File: src/rtl/src_ctrl_pkg.sv
// src_ctrl_pkg: opcodes, phase encoding, strobe vector and per-opcode sequence length
package src_ctrl_pkg;
  localparam int STEP_W = 3;
  typedef enum logic [1:0] {PH_RESET, PH_FETCH, PH_EXEC, PH_HALT} phase_t;
  localparam logic [4:0] OP_LD   = 5'b00000;
  localparam logic [4:0] OP_LDI  = 5'b00001;
  localparam logic [4:0] OP_ST   = 5'b00010;
  localparam logic [4:0] OP_ADD  = 5'b00011;
  localparam logic [4:0] OP_SUB  = 5'b00100;
  localparam logic [4:0] OP_AND  = 5'b00101;
  localparam logic [4:0] OP_OR   = 5'b00110;
  localparam logic [4:0] OP_ROR  = 5'b00111;
  localparam logic [4:0] OP_ROL  = 5'b01000;
  localparam logic [4:0] OP_SHR  = 5'b01001;
  localparam logic [4:0] OP_SHRA = 5'b01010;
  localparam logic [4:0] OP_SHL  = 5'b01011;
  localparam logic [4:0] OP_ADDI = 5'b01100;
  localparam logic [4:0] OP_ANDI = 5'b01101;
  localparam logic [4:0] OP_ORI  = 5'b01110;
  localparam logic [4:0] OP_DIV  = 5'b01111;
  localparam logic [4:0] OP_MUL  = 5'b10000;
  localparam logic [4:0] OP_NEG  = 5'b10001;
  localparam logic [4:0] OP_NOT  = 5'b10010;
  localparam logic [4:0] OP_BR   = 5'b10011;
  localparam logic [4:0] OP_JR   = 5'b10100;
  localparam logic [4:0] OP_JAL  = 5'b10101;
  localparam logic [4:0] OP_IN   = 5'b10110;
  localparam logic [4:0] OP_OUT  = 5'b10111;
  localparam logic [4:0] OP_MFHI = 5'b11000;
  localparam logic [4:0] OP_MFLO = 5'b11001;
  localparam logic [4:0] OP_NOP  = 5'b11010;
  localparam logic [4:0] OP_HALT = 5'b11011;
  typedef struct packed {
    logic       run;
    logic       clear_out;
    logic [4:0] control;
    logic       inc_pc;
    logic       read;
    logic       write;
    logic       pc_out;
    logic       mdr_out;
    logic       zhi_out;
    logic       zlo_out;
    logic       hi_out;
    logic       lo_out;
    logic       c_out;
    logic       inport_out;
    logic       pc_in;
    logic       mdr_in;
    logic       mar_in;
    logic       ir_in;
    logic       y_in;
    logic       zhi_in;
    logic       zlo_in;
    logic       hi_in;
    logic       lo_in;
    logic       inport_in;
    logic       outport_in;
    logic       con_in;
    logic       g_ra;
    logic       g_rb;
    logic       g_rc;
    logic       r_in;
    logic       r_out;
    logic       ba_out;
  } strobes_t;
  function automatic logic [STEP_W-1:0] last_step(input logic [4:0] op);
    case (op)
      OP_LD, OP_ST: return 3'd7;
      OP_MUL, OP_DIV, OP_BR: return 3'd6;
      OP_LDI, OP_ADD, OP_SUB, OP_AND, OP_OR, OP_ROR, OP_ROL, OP_SHR, OP_SHRA, OP_SHL,
      OP_ADDI, OP_ANDI, OP_ORI: return 3'd5;
      OP_NEG, OP_NOT, OP_JAL: return 3'd4;
      default: return 3'd3;
    endcase
  endfunction
endpackage

File: src/rtl/src_ctrl_decode.sv
// src_ctrl_decode: combinational map of (phase, step, opcode, ConFF) to datapath strobes
module src_ctrl_decode import src_ctrl_pkg::*; #(
  parameter logic [4:0] ADD_CODE = 5'b00011
) (
  input  phase_t            phase,
  input  logic [STEP_W-1:0] step,
  input  logic [4:0]        opcode,
  input  logic              con_ff,
  output strobes_t          s
);
  logic [4:0] imm_code;
  logic is_ld, is_ldi, is_st;
  assign imm_code = opcode == OP_ADDI ? OP_ADD : opcode == OP_ANDI ? OP_AND : OP_OR;
  assign is_ld = opcode == OP_LD;
  assign is_ldi = opcode == OP_LDI;
  assign is_st = opcode == OP_ST;
  always_comb begin
    s = '0;
    s.clear_out = phase == PH_RESET;
    s.run = phase == PH_FETCH || phase == PH_EXEC;
    s.inport_in = phase != PH_RESET;
    if (phase == PH_FETCH) begin
      case (step)
        3'd0: begin s.pc_out = 1'b1; s.mar_in = 1'b1; s.inc_pc = 1'b1; end
        3'd1: begin s.read = 1'b1; s.mdr_in = 1'b1; end
        3'd2: begin s.mdr_out = 1'b1; s.ir_in = 1'b1; end
        default: ;
      endcase
    end else if (phase == PH_EXEC) begin
      case (opcode)
        OP_ADD, OP_SUB, OP_AND, OP_OR, OP_ROR, OP_ROL, OP_SHR, OP_SHRA, OP_SHL,
        OP_ADDI, OP_ANDI, OP_ORI:
          case (step)
            3'd3: begin s.g_rb = 1'b1; s.r_out = 1'b1; s.y_in = 1'b1; end
            3'd4: begin
              s.zlo_in = 1'b1;
              if (opcode == OP_ADDI || opcode == OP_ANDI || opcode == OP_ORI) begin
                s.c_out = 1'b1;
                s.control = imm_code;
              end else begin
                s.g_rc = 1'b1;
                s.r_out = 1'b1;
                s.control = opcode;
              end
            end
            3'd5: begin s.zlo_out = 1'b1; s.g_ra = 1'b1; s.r_in = 1'b1; end
            default: ;
          endcase
        OP_NEG, OP_NOT:
          case (step)
            3'd3: begin s.g_rb = 1'b1; s.r_out = 1'b1; s.zlo_in = 1'b1; s.control = opcode; end
            3'd4: begin s.zlo_out = 1'b1; s.g_ra = 1'b1; s.r_in = 1'b1; end
            default: ;
          endcase
        OP_MUL, OP_DIV:
          case (step)
            3'd3: begin s.g_ra = 1'b1; s.r_out = 1'b1; s.y_in = 1'b1; end
            3'd4: begin
              s.g_rb = 1'b1; s.r_out = 1'b1; s.zhi_in = 1'b1; s.zlo_in = 1'b1; s.control = opcode;
            end
            3'd5: begin s.zlo_out = 1'b1; s.lo_in = 1'b1; end
            3'd6: begin s.zhi_out = 1'b1; s.hi_in = 1'b1; end
            default: ;
          endcase
        // ld, ldi and st share the base+offset address computation through T4
        OP_LD, OP_LDI, OP_ST:
          case (step)
            3'd3: begin s.g_rb = 1'b1; s.r_out = 1'b1; s.ba_out = 1'b1; s.y_in = 1'b1; end
            3'd4: begin s.c_out = 1'b1; s.zlo_in = 1'b1; s.control = ADD_CODE; end
            3'd5: begin s.zlo_out = 1'b1; s.g_ra = is_ldi; s.r_in = is_ldi; s.mar_in = !is_ldi; end
            3'd6: begin s.mdr_in = 1'b1; s.read = is_ld; s.g_ra = is_st; s.r_out = is_st; end
            3'd7: begin s.mdr_out = is_ld; s.g_ra = is_ld; s.r_in = is_ld; s.write = is_st; end
            default: ;
          endcase
        OP_BR:
          case (step)
            3'd3: begin s.g_ra = 1'b1; s.r_out = 1'b1; s.con_in = 1'b1; end
            3'd4: begin s.pc_out = 1'b1; s.y_in = 1'b1; end
            3'd5: begin s.c_out = 1'b1; s.zlo_in = 1'b1; s.control = ADD_CODE; end
            3'd6: begin s.zlo_out = con_ff; s.pc_in = con_ff; end
            default: ;
          endcase
        OP_JR: if (step == 3'd3) begin s.g_ra = 1'b1; s.r_out = 1'b1; s.pc_in = 1'b1; end
        OP_JAL:
          case (step)
            3'd3: begin s.pc_out = 1'b1; s.g_rb = 1'b1; s.r_in = 1'b1; end
            3'd4: begin s.g_ra = 1'b1; s.r_out = 1'b1; s.pc_in = 1'b1; end
            default: ;
          endcase
        OP_IN: if (step == 3'd3) begin s.inport_out = 1'b1; s.g_ra = 1'b1; s.r_in = 1'b1; end
        OP_OUT: if (step == 3'd3) begin s.g_ra = 1'b1; s.r_out = 1'b1; s.outport_in = 1'b1; end
        OP_MFHI: if (step == 3'd3) begin s.hi_out = 1'b1; s.g_ra = 1'b1; s.r_in = 1'b1; end
        OP_MFLO: if (step == 3'd3) begin s.lo_out = 1'b1; s.g_ra = 1'b1; s.r_in = 1'b1; end
        default: ;
      endcase
    end
  end
endmodule

File: src/rtl/src_control_unit.sv
// src_control_unit: hardwired Moore sequencer driving the Mini SRC datapath strobes
module src_control_unit import src_ctrl_pkg::*; #(
  parameter int         MEM_WAIT = 1,
  parameter logic [4:0] ADD_CODE = 5'b00011
) (
  input  logic        Clock,
  input  logic        Clear,
  input  logic [31:0] IR,
  input  logic        ConFF_Out,
  input  logic        Stop,
  output logic        Run,
  output logic        Clear_Out,
  output logic [4:0]  CONTROL,
  output logic        IncPC,
  output logic        Read,
  output logic        Write,
  output logic        PC_Out,
  output logic        MDR_Out,
  output logic        ZHI_Out,
  output logic        ZLO_Out,
  output logic        HI_Out,
  output logic        LO_Out,
  output logic        C_Out,
  output logic        InPort_Out,
  output logic        PC_In,
  output logic        MDR_In,
  output logic        MAR_In,
  output logic        IR_In,
  output logic        Y_In,
  output logic        ZHI_In,
  output logic        ZLO_In,
  output logic        HI_In,
  output logic        LO_In,
  output logic        InPort_In,
  output logic        OutPort_In,
  output logic        Con_In,
  output logic        G_RA,
  output logic        G_RB,
  output logic        G_RC,
  output logic        R_In,
  output logic        R_Out,
  output logic        BA_Out
);
  localparam int WW = MEM_WAIT > 1 ? $clog2(MEM_WAIT) : 1;
  phase_t phase;
  logic [STEP_W-1:0] step;
  logic [WW-1:0] wait_cnt;
  logic [4:0] opcode;
  logic hold, last, unused_ir;
  strobes_t s;
  assign opcode = IR[31:27];
  assign unused_ir = ^IR[26:0];
  // Read/Write only appear in memory steps, so they double as the wait-state trigger
  assign hold = (s.read | s.write) && wait_cnt != WW'(MEM_WAIT - 1);
  assign last = step == last_step(opcode);
  src_ctrl_decode #(.ADD_CODE(ADD_CODE)) u_decode (
    .phase(phase),
    .step(step),
    .opcode(opcode),
    .con_ff(ConFF_Out),
    .s(s)
  );
  always_ff @(posedge Clock)
    if (!Clear) begin
      phase <= PH_RESET;
      step <= '0;
      wait_cnt <= '0;
    end else if (hold)
      wait_cnt <= wait_cnt + 1'b1;
    else begin
      wait_cnt <= '0;
      case (phase)
        PH_RESET: begin phase <= PH_FETCH; step <= '0; end
        PH_FETCH: begin phase <= step == 3'd2 ? PH_EXEC : PH_FETCH; step <= step + 1'b1; end
        PH_EXEC: begin
          phase <= !last ? PH_EXEC : (opcode == OP_HALT || Stop) ? PH_HALT : PH_FETCH;
          step <= last ? '0 : step + 1'b1;
        end
        default: ;
      endcase
    end
  assign {Run, Clear_Out, CONTROL, IncPC, Read, Write, PC_Out, MDR_Out, ZHI_Out, ZLO_Out,
          HI_Out, LO_Out, C_Out, InPort_Out, PC_In, MDR_In, MAR_In, IR_In, Y_In, ZHI_In,
          ZLO_In, HI_In, LO_In, InPort_In, OutPort_In, Con_In, G_RA, G_RB, G_RC, R_In,
          R_Out, BA_Out} = s;
endmodule

File: config.mk
export PLATFORM = sky130hd
export DESIGN_NAME = src_control_unit
export DESIGN_NICKNAME = d
export VERILOG_FILES = /design/src/rtl/src_ctrl_pkg.sv /design/src/rtl/src_ctrl_decode.sv /design/src/rtl/src_control_unit.sv
export SDC_FILE = /design/constraint.sdc
export NUM_CORES = 1
export LEC_CHECK = 0
export BUFFER_PORTS_ARGS = -buffer_cell sky130_fd_sc_hd__buf_2
export CAP_MARGIN = 30
export CORE_ASPECT_RATIO = 2
export CORE_MARGIN = 2
export CORE_UTILIZATION = 45
export DETAILED_ROUTE_END_ITERATION = 10
export HOLD_SLACK_MARGIN = 0.08
export PLACE_DENSITY = 0.89
export SLEW_MARGIN = 40
export SYNTH_ARGS = -nofsm -noshare
export SYNTH_HDL_FRONTEND = slang
export SYNTH_HIERARCHICAL = 1
export SYNTH_SLANG_ARGS = --single-unit
File: constraint.sdc
create_clock -name Clock -period 4 [get_ports Clock]
set_input_delay 1 -clock Clock [delete_from_list [all_inputs] [get_ports Clock]]
set_output_delay 1 -clock Clock [all_outputs]
set_load 0.02 [all_outputs]
==> results by group <==
Status
  • Outcome: finished clean

Routing
  • Drt initial violations: 77
  • Total number of vias: 1814
  • Post-DRT Antenna Nets: 0
  • Wirelength per Cell: 15.5 um
  • DRC: 0
  • WL final: 4510 um
  • TritonRoute pass-1 iters: 5
  • Drt via density: 6.23

CTS
  • Setup bufs post-CTS: 0
  • CTS hold repair buffers: 0
  • CTS tree: built
  • Clk root buf: clkbuf_8
  • Clk buf depth: 2
  • # resized after CTS: 0
  • Clk pin slew, worst setup/hold paths: 0.03 ns
  • CTS Sinks: 6
  • Worst-skew pair later-pin latency: 0.22 ns
  • Max H-tree Level: 1
  • Total CTS buffers: 3

Power and ir drop
  • Leakage power: 0.725 nW
  • Pwr Density: 148 nW/um^2
  • Maximum vdd drop: 203 uV

STA
  • Setup TNS Final: 0 ns
  • RSZ-0062 raised after global routing: no
  • Clock Skew: 0.00221 ns
  • Fmax: 272 MHz
  • Min Tclk post-route: 3.68 ns
  • Final setup vio count: 0
  • Endpoints failing hold: 0
  • Final Cycle Share: 92.1%
  • Slew Limit Headroom: 58.3%
  • Worst-Margin Slew: 0.624 ns
  • Final slew viol count: 0

Place
  • Gpl congestion: 0.999
  • Number of buffers added on ports: 44
  • Dpl hpwl: 3480 um
  • Placed Cells: 288
  • Area after DPL: 1690 um^2

Floorplan
  • Die X: 43.9 um
  • Core footprint: 3120 um^2
  • # rows: 29
  • Num ports: 72
  • DIE HEIGHT: 83.8 um
  • Starting Density: 46.0%
  • Die Area: 3680 um^2

Worst setup path
  • Startpoint types: input pin
  • CP required: 3.00 ns
  • Nature of the critical path endpoint: output pin
  • Crit path max fanout: 16
  • Critical path type: input pin to output pin
  • Arrival time of the worst setup path: 2.68 ns

Global routing
  • Total track usage: 25.1%
  • Pin count of the biggest net entering global routing: 23
  • Total grt overflow: 0
  • Number of global-route vias before repair: 1699
  • Global-route wire length before repair: 7380 um
  • Antenna violations before repair: 0

Logic synthesis
  • Top FF cell, synth: dfxtp_1
  • EDFF count, synth: 0
  • Post-synthesis sequential area ratio: 8.38%
  • Post-Syn Area: 1430 um^2
  • Register bit count reported by yosys: 6
  • Syn Nets: 268
  • Mapped Cells: 221
  • Post-synth cell types: 54
  • Asr flop ratio synth: 0%
  • Yosys warns: 6
  • Synthesized area per cell: 6.49 um^2

Final layout
  • Final non-filler cell total: 291
  • Multi-input logic area: 1190 um^2
  • Share of cells above drive strength 1: 25.0%
  • Layout Area Growth over Synthesis: 20.5%
  • Layout Nets: 309
  • Storage cell area: 120 um^2
  • ANT cells: 0
  • # fillers: 347
  • Design Area, Final: 1730 um^2

Hold path
  • Worst hold path type: flip-flop to flip-flop

Job
  • Max Cap Viol: 0
[cell usage after synthesis, drive strengths merged, types with 10 or more instances]
library cell	count	area share, %
nand2	21	5.5
nor2	19	5.0
inv	14	3.7
clkbuf	12	3.1
a21oi	11	4.1
ha	11	9.6
nand2b	11	4.8
nor3	11	3.8
nor2b	10	4.4
[critical path, cell delays in order]
cell,delay (ns)
buf_2,0.25
or3b_2,0.50
o22ai_1,0.36
a21oi_1,0.20
nor3_1,0.19
buf_2,0.19
[kinds of logic (layout without fill, tap and decap cells)]
family,after synthesis,after routing,share of synthesized area (%)
flops,6,6,8.38
buf+inv,31,70,8.81
other cells,1,1,0.262
simple gates,106,106,39.3
xor+xnor,5,5,3.05
compound gates,59,59,29.1
mux,2,2,1.48
fa+ha+maj,11,11,9.60
[layer usage]
| metal | GRT usage (%) | vias up | wire length (um) |
|---|---|---|---|
| li1 | - | 886 | - |
| met3 | 2.60 | 27 | 238 |
| met2 | 42.5 | 87 | 2370 |
| met5 | 0 | - | 0 |
| met1 | 27.3 | 814 | 1690 |
| met4 | 17.1 | 0 | 213 |
[final timing paths]
path / from / slack, ns / endpoint / depth (start not counted)
worst max-delay path: IR[31] / 0.32 / CONTROL[4] / 6
worst min-delay path: phase[1] / 0.56 / phase[1] / 2
worst max register to register: phase[1] / 1.21 / step[0] / 12
worst min register to register: phase[1] / 0.56 / phase[1] / 2
[power by group]
part	total (mW)	internal, mW	switching (mW)
combinational	0.101	0.0369	0.0643
clock	0.0891	0.0645	0.0246
sequential	0.0661	0.0622	0.00384
total	0.256	0.164	0.0927
[per-stage QoR]
stage / power, mW / setup slack (ns) / utilization [%] / hold WS (ns)
3_5_place_dp: 0.166 / 0.356 / 54.0 / 0.555
5_1_grt: 0.275 / 0.171 / 55.4 / 0.597
4_1_cts: 0.258 / 0.354 / 55.4 / 0.560
6_report: 0.256 / 0.317 / 55.4 / 0.555
3_3_place_gp: 0.164 / 0.372 / 54.0 / 0.537
2_1_floorplan: 0.134 / 0.106 / - / 0.482
[placed cells by master (no fill, tap or decap), types with 4 or more instances in the layout]
cell type and count:
a21oi_1 10, nor3_1 11, nand2_1 21, nor2_1 19, buf_4 9, o22ai_1 5
ha_1 11, a31oi_1 6, dfxtp_1 6, nand2b_1 11, o21ai_0 5, xnor2_1 4
nor2b_1 10, nor4_1 5, o32ai_1 4, inv_1 14, buf_2 44, nand3_1 6
or3_1 4, o31ai_1 4
[sequential cells by signal, summed over array words and instances (netlist names)]
name,cells
step,3
phase,2
wait_cnt,1
[area by class of cell]
class,instances,share of cell area (%)
multi-input cells,184,68.7
repair buffers,53,16.7
flip-flops and latches,6,6.95
inverters,14,3.04
clock buffers,3,2.39
well taps,31,2.24
(Power assumes the default switching activity.)
